## config.mk

```make
export PLATFORM = sky130hd
export DESIGN_NAME = seg_scan_ctrl
export DESIGN_NICKNAME = d
export VERILOG_FILES = /design/src/rtl/seg_pkg.sv /design/src/rtl/hex7seg.sv /design/src/rtl/seg_scan_ctrl.sv
export SDC_FILE = /design/constraint.sdc
export NUM_CORES = 1
export LEC_CHECK = 0
export CAP_MARGIN = 10
export CORE_AREA = 5 5 91 68
export DETAILED_ROUTE_END_ITERATION = 6
export DIE_AREA = 0 0 96 73
export GPL_TIMING_DRIVEN = 0
export PLACE_DENSITY_LB_ADDON = 0.05
export SYNTH_ARGS = -nofsm -noshare
export SYNTH_HDL_FRONTEND = slang
export SYNTH_SLANG_ARGS = --single-unit
```

## constraint.sdc

```tcl
create_clock -name clk -period 2.8 [get_ports clk]
set_input_delay 0.28 -clock clk [delete_from_list [all_inputs] [get_ports clk]]
set_output_delay 0.28 -clock clk [all_outputs]
set_load 0.1 [all_outputs]
```

## src/rtl/seg_pkg.sv

```systemverilog
// -----------------------------------------------------------------------------
// seg_pkg
//   Shared definitions for the multiplexed 7-segment display scanner.
//   - SEG_0 .. SEG_F : active-high segment patterns {g,f,e,d,c,b,a} for 0..F
//   - SEG_OFF        : full 8-bit active-low "all dark" pattern (dp + g..a)
//   - digit_idx_width: width of a digit index for a given digit count
// -----------------------------------------------------------------------------
package seg_pkg;

  // Active-high segment patterns, bit order {g,f,e,d,c,b,a}.
  localparam logic [6:0] SEG_0 = 7'h3F;
  localparam logic [6:0] SEG_1 = 7'h06;
  localparam logic [6:0] SEG_2 = 7'h5B;
  localparam logic [6:0] SEG_3 = 7'h4F;
  localparam logic [6:0] SEG_4 = 7'h66;
  localparam logic [6:0] SEG_5 = 7'h6D;
  localparam logic [6:0] SEG_6 = 7'h7D;
  localparam logic [6:0] SEG_7 = 7'h07;
  localparam logic [6:0] SEG_8 = 7'h7F;
  localparam logic [6:0] SEG_9 = 7'h6F;
  localparam logic [6:0] SEG_A = 7'h77;
  localparam logic [6:0] SEG_B = 7'h7C;  // lower-case b
  localparam logic [6:0] SEG_C = 7'h39;
  localparam logic [6:0] SEG_D = 7'h5E;  // lower-case d
  localparam logic [6:0] SEG_E = 7'h79;
  localparam logic [6:0] SEG_F = 7'h71;

  // Active-low {dp, g..a} with every segment dark.
  localparam logic [7:0] SEG_OFF = 8'hFF;

  // Width of a digit index; never narrower than one bit.
  function automatic int digit_idx_width(input int num_digits);
    return (num_digits < 2) ? 1 : $clog2(num_digits);
  endfunction

endpackage : seg_pkg

```

## src/rtl/hex7seg.sv

```systemverilog
// -----------------------------------------------------------------------------
// hex7seg
//   Combinational hex nibble to 7-segment decoder, active-high outputs.
//   Ports:
//     nibble  in  4  hex value 0..F
//     seg     out 7  segment pattern {g,f,e,d,c,b,a}, 1 = segment lit
// -----------------------------------------------------------------------------
module hex7seg
  import seg_pkg::*;
(
  input  logic [3:0] nibble,
  output logic [6:0] seg
);

  always_comb begin
    // NOTE: a default before the case keeps every path assigned, so no latch
    // is inferred even if the case were ever made incomplete.
    seg = SEG_0;
    case (nibble)
      4'h0: seg = SEG_0;
      4'h1: seg = SEG_1;
      4'h2: seg = SEG_2;
      4'h3: seg = SEG_3;
      4'h4: seg = SEG_4;
      4'h5: seg = SEG_5;
      4'h6: seg = SEG_6;
      4'h7: seg = SEG_7;
      4'h8: seg = SEG_8;
      4'h9: seg = SEG_9;
      4'hA: seg = SEG_A;
      4'hB: seg = SEG_B;
      4'hC: seg = SEG_C;
      4'hD: seg = SEG_D;
      4'hE: seg = SEG_E;
      4'hF: seg = SEG_F;
      default: seg = SEG_0;
    endcase
  end

endmodule : hex7seg

```

## src/rtl/seg_scan_ctrl.sv

```systemverilog
// -----------------------------------------------------------------------------
// seg_scan_ctrl
//   Multiplexed common-anode 7-segment display scanner. A prescaler divides
//   clk into digit slots of DIV cycles; the digit index walks 0..NUM_DIGITS-1
//   one slot at a time. The first BLANK cycles of each slot keep every select
//   off so the previous digit's segments cannot ghost onto the next digit.
//   Masked digits still consume their slot, keeping the duty cycle equal.
//
//   Parameters:
//     NUM_DIGITS  number of multiplexed digits (2..16)
//     IDX_W       digit index width
//     DIV         clk cycles per digit slot (>= 2)
//     DIV_W       prescaler width
//     BLANK       blank cycles at slot start (0 <= BLANK < DIV)
//
//   Ports:
//     clk         in  1             system clock, rising edge
//     rst         in  1             synchronous active-high reset
//     power_en    in  1             0 = display dark, scan held at digit 0
//     digit_en    in  NUM_DIGITS    bit i = digit i shown
//     digit_data  in  4*NUM_DIGITS  hex nibble of digit i at [4i+3:4i]
//     dp_in       in  NUM_DIGITS    decimal point per digit, 1 = lit
//     sel         out NUM_DIGITS    digit select, active-low, registered
//     seg         out 8             {dp,g,f,e,d,c,b,a}, active-low, registered
//     cur_digit   out IDX_W         slot currently being scanned
//     frame_tick  out 1             one-cycle pulse when the index wraps to 0
// -----------------------------------------------------------------------------
module seg_scan_ctrl
  import seg_pkg::*;
#(
  parameter int NUM_DIGITS = 8,
  parameter int IDX_W      = digit_idx_width(NUM_DIGITS),
  parameter int DIV        = 100000,
  parameter int DIV_W      = $clog2(DIV),
  parameter int BLANK      = 1000
) (
  input  logic                    clk,
  input  logic                    rst,
  input  logic                    power_en,
  input  logic [NUM_DIGITS-1:0]   digit_en,
  input  logic [4*NUM_DIGITS-1:0] digit_data,
  input  logic [NUM_DIGITS-1:0]   dp_in,
  output logic [NUM_DIGITS-1:0]   sel,
  output logic [7:0]              seg,
  output logic [IDX_W-1:0]        cur_digit,
  output logic                    frame_tick
);

  localparam logic [DIV_W-1:0] PRE_LAST  = DIV_W'(DIV - 1);
  localparam logic [DIV_W-1:0] BLANK_CNT = DIV_W'(BLANK);
  localparam logic [IDX_W-1:0] IDX_LAST  = IDX_W'(NUM_DIGITS - 1);

  logic [DIV_W-1:0]      prescaler;
  logic                  slot_end;
  logic                  idx_last;
  logic                  past_blank;
  logic                  lit;
  logic [3:0]            nibble;
  logic [6:0]            seg_hex;
  logic [NUM_DIGITS-1:0] sel_onehot;

  assign slot_end = (prescaler == PRE_LAST);
  assign idx_last = (cur_digit == IDX_LAST);

  // With no blank interval the select is live for the whole slot; handled
  // structurally so the comparator against zero never exists.
  if (BLANK == 0) begin : g_no_blank
    assign past_blank = 1'b1;
  end else begin : g_blank
    assign past_blank = (prescaler >= BLANK_CNT);
  end

  // Digit lit this cycle: display powered, digit unmasked, blank interval over.
  assign lit = power_en && digit_en[cur_digit] && past_blank;

  // Nibble of the current digit; {idx,2'b00} is idx*4.
  assign nibble = digit_data[{cur_digit, 2'b00} +: 4];

  always_comb begin
    sel_onehot            = '0;
    sel_onehot[cur_digit] = 1'b1;
  end

  hex7seg u_hex7seg (
    .nibble (nibble),
    .seg    (seg_hex)
  );

  // Prescaler, digit index, frame pulse and the registered display outputs.
  always_ff @(posedge clk) begin
    // NOTE: all state uses non-blocking assignments; frame_tick gets a default
    // of 0 below and a later assignment in the same pass overrides it.
    if (rst) begin
      prescaler  <= '0;
      cur_digit  <= '0;
      frame_tick <= 1'b0;
      sel        <= '1;
      seg        <= SEG_OFF;
    end else begin
      // Outputs follow the current slot state with one cycle of latency.
      sel <= lit ? ~sel_onehot : '1;
      seg <= lit ? {~dp_in[cur_digit], ~seg_hex} : SEG_OFF;

      frame_tick <= 1'b0;
      if (!power_en) begin
        // Hold the scan at the start of digit 0 so power-up begins with a
        // blank interval and no frame pulse.
        prescaler <= '0;
        cur_digit <= '0;
      end else if (slot_end) begin
        prescaler <= '0;
        if (idx_last) begin
          cur_digit  <= '0;
          frame_tick <= 1'b1;
        end else begin
          cur_digit <= cur_digit + IDX_W'(1);
        end
      end else begin
        prescaler <= prescaler + DIV_W'(1);
      end
    end
  end

endmodule : seg_scan_ctrl

```

==> results of run 1 <==
power groups by stage:
| stage | Combinational (mW) | Sequential, mW | Clock, mW |
|---|---|---|---|
| after floorplan | 0.0445 | 0.541 | 0 |
| after global placement | 0.123 | 0.541 | 0 |
| after detailed placement | 0.123 | 0.541 | 0 |
| after CTS | 0.123 | 0.529 | 0.483 |
| after global routing | 0.136 | 0.529 | 0.509 |
| final | 0.124 | 0.529 | 0.476 |
state kept, by name, summed over array words and instances, names as in the netlist:
name,count
prescaler,17
seg,8
sel,8
cur_digit,3
frame_tick,1
metal layers:
metal | global-route usage, % | routed length [µm]
met4 | 4.26 | 46
met3 | 5.88 | 376
met2 | 23.1 | 2170
met1 | 23.8 | 2700
met5 | 0 | 0
kinds of logic (layout without fill, tap and decap cells):
group                    count (synthesis)  in the layout  synth area share (%)
AND/OR/NAND/NOR                         96             96                  24.6
flip-flops                              37             37                  36.2
AO/OA/AOI/OAI                           30             30                  10.5
multiplexers                            17             17                  12.7
buffers and inverters                   16             93                  3.43
XOR/XNOR                                15             15                  6.43
adder cells (fa/ha/maj)                 10             10                  6.12
worst max-delay path, stage by stage, from the launching register on:
cell and delay, ns:
dfxtp_2 0.34, buf_2 0.24, mux4_2 0.54, mux2i_2 0.36, inv_1 0.15, ha_1 0.25
a21boi_0 0.15, o21ai_0 0.20, o211ai_1 0.14
per-stage QoR:
step	worst slack, ns	area [µm²]
final	0.264	2960
after global routing	0.0891	2960
after CTS	0.0766	2960
after detailed placement	0.0858	2840
after global placement	0.0688	2840
after floorplan	0.0433	2050
cell usage after synthesis (2+ instances only):
cell type	n
a31oi_1	2
ha_1	10
nand4_1	5
xnor2_1	7
and4_1	2
nor2_1	24
o311ai_1	2
a22o_1	2
xor2_1	8
or4_4	2
clkbuf_1	2
nand2b_1	2
nor3b_1	3
nand2_1	21
and2_1	2
nor2b_1	7
buf_1	2
o211ai_1	3
and3_1	4
nor3_1	6
a22oi_1	2
o221ai_1	2
o21ai_0	3
a21oi_1	5
nand3_1	9
inv_1	6
a211oi_1	2
mux4_2	7
nor4_1	2
mux2i_1	9
nand4b_1	2
dfxtp_1	37
buf_2	5
path summary, 6_finish.rpt:
check | start | end | slack (ns) | cells past startpoint
setup reg to reg | cur_digit[0]$_SDFFE_PP0N_ | seg[5]$_SDFF_PP1_ | 0.26 | 8
hold reg to reg | prescaler[0]$_SDFF_PP0_ | prescaler[0]$_SDFF_PP0_ | 0.49 | 1
setup / recovery | cur_digit[0]$_SDFFE_PP0N_ | seg[5]$_SDFF_PP1_ | 0.26 | 8
hold / removal | prescaler[0]$_SDFF_PP0_ | prescaler[0]$_SDFF_PP0_ | 0.49 | 1
area by class of cell:
cell class              count  area [µm²]  share of cell area (%)
well taps                  75        93.8                    3.17
inverters                   6        22.5                   0.761
clock buffers               7        86.3                    2.92
repair buffers             70         701                    23.7
plain buffers               9        43.8                    1.48
flip-flops and latches     37         744                    25.2
clock inverters             1        30.0                    1.01
multi-input cells         168        1240                    41.8
cell usage in the layout, fill, tap and decap left out, types with 4 or more instances in the layout:
cell | netlist | layout
clkdlybuf4s50_1 | 0 | 70
dfxtp_1 | 37 | 34
nor2_1 | 24 | 24
nand2_1 | 21 | 21
ha_1 | 10 | 10
nand3_1 | 9 | 9
mux2i_1 | 9 | 8
xor2_1 | 8 | 8
mux4_2 | 7 | 7
nor2b_1 | 7 | 7
xnor2_1 | 7 | 7
inv_1 | 6 | 6
nor3_1 | 6 | 6
clkbuf_8 | 0 | 6
buf_2 | 5 | 5
nand4_1 | 5 | 5
a21oi_1 | 5 | 5
and3_1 | 4 | 4
timing repair:
item,4_1_cts,5_1_grt
hold buffers,0,0
resized for setup,0,1
endpoints found under the setup margin,0,4
==> results.md, run 1 <==
* Seq/Total Area, Yosys at between 30% and 40%
* Die H at 73 µm
* Port bufs at 70
* CP arrival at around 2.7 ns
* Combinational power share at between 10 and 15%
* DP HPWL at about 4200 µm
* Final-report setup violation count at 0
* Post-Layout Cell Count at around 370
* Worst EP required at around 2.9 ns
* Drt pass-1 iters at 4
* Site row count at 23
* Total track usage at roughly 16%
* Seq cells post-synth at 37
* Drt via density at around 5
* Top_reg_cell synth: dfxtp_1
* Syn nets at around 280
* PD cells at around 380 nW/µm²
* Crit Path Class: reg2reg
* CTS clock-pin slew for the worst setup and hold paths at around 0.070 ns
* # clock sinks at 37
* Clk buf depth at 2
* Initial antenna violation count at 0
* Final WL at between 5000 and 6000 µm
* Post-DRT Antenna Nets at 0
* Avg Inst Size Synth at 9.25 µm²
* H-Tree Depth at 2
* Clock period minus worst slack at approximately 2.5 ns
* Fmax achieved at between 300 and 400 MHz
* Vias in the first global route at between 1500 and 2000
* Yosys warns at 0
* Max FO, Critical Path at 7
* Net Sw Frac at 20.2%
* Cells after DPL at 366
* Fillers at approximately 510
* Sequential power share at a little under half
* Syn Inst Count at around 220
* P_int at between 0.9 and 1 mW
* Power Total at about 1.1 mW
* Cells taking the most area after synthesis: dfxtp_1, mux4_2, ha_1
* Tightest Pin Transition at between 1 and 1.5 ns
* Total die area at approximately 7000 µm²
* Max-Cap Viols at 0
* Later-pin clock latency in the skew report at ~0.28 ns
* Fraction of layout cells with a size suffix above 1 at about a tenth
* DR vias at ~1800
* Share of the synthesized area in the top cell type at about 36%
* Final core occ at 55.3%
* Post-route clock period utilization at ~91%
* Number of synthesized flops with an enable pin at 0
* Fin nets at 358
* DIE WIDTH at between 90 and 100 µm
* Distinct cells, synth at 47
* Max Slew Vio Count at 0
* Status: completed
* I/O pin cnt at 71
* First-pass GRT wire length at approximately 8900 µm
* Psw at between 0.2 and 0.25 mW
* Clock group share of total power at a little over two fifths
* Hold WC Path Type: reg2reg
* Yosys top cell by area: dfxtp_1
* WL/cell at 14.2 µm
* Post-CTS Setup Inserts at 0
* Aggregate global routing overflow at 0
* Async S/R FF share, synth at 0%
* CTS tree: done
* # diodes at 0
* Routability cong. at between 0.8 and 0.9
* Largest net degree at the start of global routing at 12
* DRT iter0 DRCs at 123
* P&R area growth vs syn at 44.7%
* RSZ-0062 raised after global routing: false
* Core area at 5350 µm²
* Clock root buffer: clkbuf_8
* Worst setup SP type: flop
* Cell area after synthesis at around 2000 µm²
* Critical path endpoint category: flop
* Drt drc at 0
* Final Hold Fails at 0
* Clk_skew at between 0.007 and 0.008 ns
* Rel. slew slack at 32.7%
* TritonCTS Buffers at 5
* P_leak at around 1.0 nW
* Starting Density at about two fifths
* Worst vdd ir at approximately 180 µV
* Setup TNS at 0 ns
* Hold Worst Slack at approximately 0.5 ns
Note: power is estimated with default switching activity, not from simulation.
==> run 2: changes to the inputs <==
--- a/config.mk
+++ b/config.mk
@@ -6,9 +6,11 @@
 export NUM_CORES = 1
 export LEC_CHECK = 0
 export CAP_MARGIN = 10
-export CORE_AREA = 5 5 91 68
+export CELL_PAD_IN_SITES_DETAIL_PLACEMENT = 1
+export CELL_PAD_IN_SITES_GLOBAL_PLACEMENT = 1
+export CORE_AREA = 5 5 101 74
 export DETAILED_ROUTE_END_ITERATION = 6
-export DIE_AREA = 0 0 96 73
+export DIE_AREA = 0 0 106 79
 export GPL_TIMING_DRIVEN = 0
 export PLACE_DENSITY_LB_ADDON = 0.05
 export SYNTH_ARGS = -nofsm -noshare
==> run 2 against run 1 <==
  * Cell count grew 1.6%
  * First-iteration DRC count shrank 51%
  * Register-to-register slack lost 0.03 ns
  * Critical path depth shrank 2
  * Largest cell class unchanged
  * Clock power is essentially flat
  * Total power grew 0.56%
  * Highest routed layer unchanged
  * Fmax shrank 1.2%
==> results.md, run 2 (synthesis results as in run 1) <==
* Worst path cell trace: buf_2 > mux4_2 > mux2i_1 > a211oi_1 > clkbuf_1 > o221ai_1
* Crit Path Class: reg2reg
* Dpl ws at -0.104 ns
* Largest net degree at the start of global routing at 12
* I/O pin cnt at 71
* Routability cong. at 0.810
* DR vias at 1912
* P&R area growth vs syn at 45.5%
* Clk_skew at 0.00195 ns
* Post-DRT Antenna Nets at 0
* Largest registers: prescaler: 17 flops, seg: 8 flops, sel: 8 flops
* RR Startpoint: cur_digit[2]$_SDFFE_PP0N_
* Commonest non-fill, non-tap cell in the layout: clkdlybuf4s50_1
* Worst r2r path cells at 6
* Core area at 6510 µm²
* Total die area at roughly 8400 µm²
* Worst EP required at roughly 2.9 ns
* Most flops, register: prescaler
* Die H at ~79 µm
* Setup ws final at between 0.2 and 0.25 ns
* Rel. slew slack at between 30% and 40%
* Fillers at around 750
* Drt pass-1 iters at 4
* Fraction of layout cells with a size suffix above 1 at between 10 and 15%
* Clk buf depth at 2
* Fin nets at 358
* Post-CTS Hold Fix Bufs at 0
* # diodes at 0
* Final WL at 6340 µm
* Post-CTS Setup Inserts at 0
* Final core occ at ~46%
* Vias in the first global route at 2016
* Site row count at 25
* Drt via density at 5.04
* Aggregate global routing overflow at 0
* Worst vdd ir at between 150 and 200 µV
* Max Slew Vio Count at 0
* Critical path endpoint category: flop
* FF-to-FF End: seg[6]$_SDFF_PP1_
* Max FO, Critical Path at 19
* Fmax achieved at between 300 and 400 MHz
* Final Hold Fails at 0
* Port bufs at 70
* Tightest Pin Transition at a little over 1 ns
* Max reg flops at 17
* Drt drc at 0
* Status: completed
* Clock period minus worst slack at 2.57 ns
* First-pass GRT wire length at roughly 10000 µm
* Worst path slowest cell: a211oi_1
* Max-Cap Viols at 0
* Post-route clock period utilization at between 90% and 100%
* CP Launch Point: cur_digit[2]$_SDFFE_PP0N_
* Later-pin clock latency in the skew report at 0.28 ns
* Reg area at 744 µm²
* CTS tree: done
* PD cells at 382 nW/µm²
* Starting Density at between 30% and 40%
* H-Tree Depth at 2
* CTS clock-pin slew for the worst setup and hold paths at approximately 0.070 ns
* CP arrival at about 2.7 ns
* Clock root buffer: clkbuf_8
* DP HPWL at ~5100 µm
* WL/cell at around 17 µm
* Max stage delay on crit path at 0.54 ns
* Crit path capture: seg[6]$_SDFF_PP1_
* Worst setup SP type: flop
* R2r setup slk at approximately 0.23 ns
* DIE WIDTH at between 100 and 150 µm
* Hold WC Path Type: reg2reg
* TritonCTS Buffers at 5
* Most frequent cells in the layout: clkdlybuf4s50_1, dfxtp_1, nor2_1, nand2_1, ha_1
* P_leak at roughly 1.0 nW
* Initial antenna violation count at 0
* Total track usage at around 16%
* RSZ-0062 raised after global routing: false
* Final-report setup violation count at 0
* Multi-input combinational cell area at 1250 µm²
* # clock sinks at 37
* DRT iter0 DRCs at 60
-- run 2: cell counts in the layout (fill, tap and decap cells not counted) --
Identical to the previous run, type by type.
-- run 2: cell type report --
class	count	share of cell area [%]
Clock buffer	7	2.90
Buffer	9	1.47
Inverter	6	0.757
Timing Repair Buffer	70	23.5
Sequential cell	37	25.0
Clock inverter	1	1.01
Multi-Input combinational cell	168	41.9
Tap cell	81	3.41
-- run 2: stage by stage --
stage          cells  TNS (ns)  cell area [µm²]  hold WS (ns)  total power [mW]
3_3_place_gp     372   -0.0874             2850         0.460             0.666
3_5_place_dp     372    -0.164             2850         0.479             0.669
6_report         379         0             2980         0.483              1.14
4_1_cts          380         0             2970         0.495              1.15
2_1_floorplan    221         0             2050         0.437             0.585
5_1_grt          379         0             2980         0.543              1.18
-- run 2: worst min-delay path by stage --
| stage | from | endpoint | slack, ns | cells after the start |
|---|---|---|---|---|
| finish | prescaler[0]$_SDFF_PP0_ | prescaler[0]$_SDFF_PP0_ | 0.48 | 1 |
| global route | prescaler[0]$_SDFF_PP0_ | prescaler[0]$_SDFF_PP0_ | 0.54 | 1 |
| CTS | prescaler[0]$_SDFF_PP0_ | prescaler[0]$_SDFF_PP0_ | 0.49 | 1 |
| detailed placement | prescaler[0]$_SDFF_PP0_ | prescaler[0]$_SDFF_PP0_ | 0.48 | 1 |
| global placement | prescaler[0]$_SDFF_PP0_ | prescaler[0]$_SDFF_PP0_ | 0.46 | 1 |
| floorplan | prescaler[0]$_SDFF_PP0_ | prescaler[0]$_SDFF_PP0_ | 0.44 | 1 |
-- run 2: worst max-delay path: cells and delay by family (launching register included) --
family,cells,cell delay [ns]
DFF,1,0.42
AOI/OAI and AO/OA,2,0.79
buffers and inverters,2,0.83
muxes,2,0.36
-- run 2: per-layer routing --
metal  track usage (%)  share of wire, %
met1              22.1                50
met4              3.23              0.96
met2              22.9                41
met5                 0                 0
met3              6.09               7.5
-- run 2: report_power, final --
group	total, mW	internal (mW)	leakage, nW	switching [mW]
Clock	0.478	0.290	0.0585	0.188
Combinational	0.128	0.0845	0.687	0.0438
Sequential	0.529	0.527	0.300	0.00157
Total	1.14	0.902	1.05	0.233
-- run 2: timing repair --
item / in CTS / in global routing
pin swaps: 0 / 0
gates cloned: 0 / 0
endpoints found under the setup margin: 2 / 3
resized for setup: 1 / 1
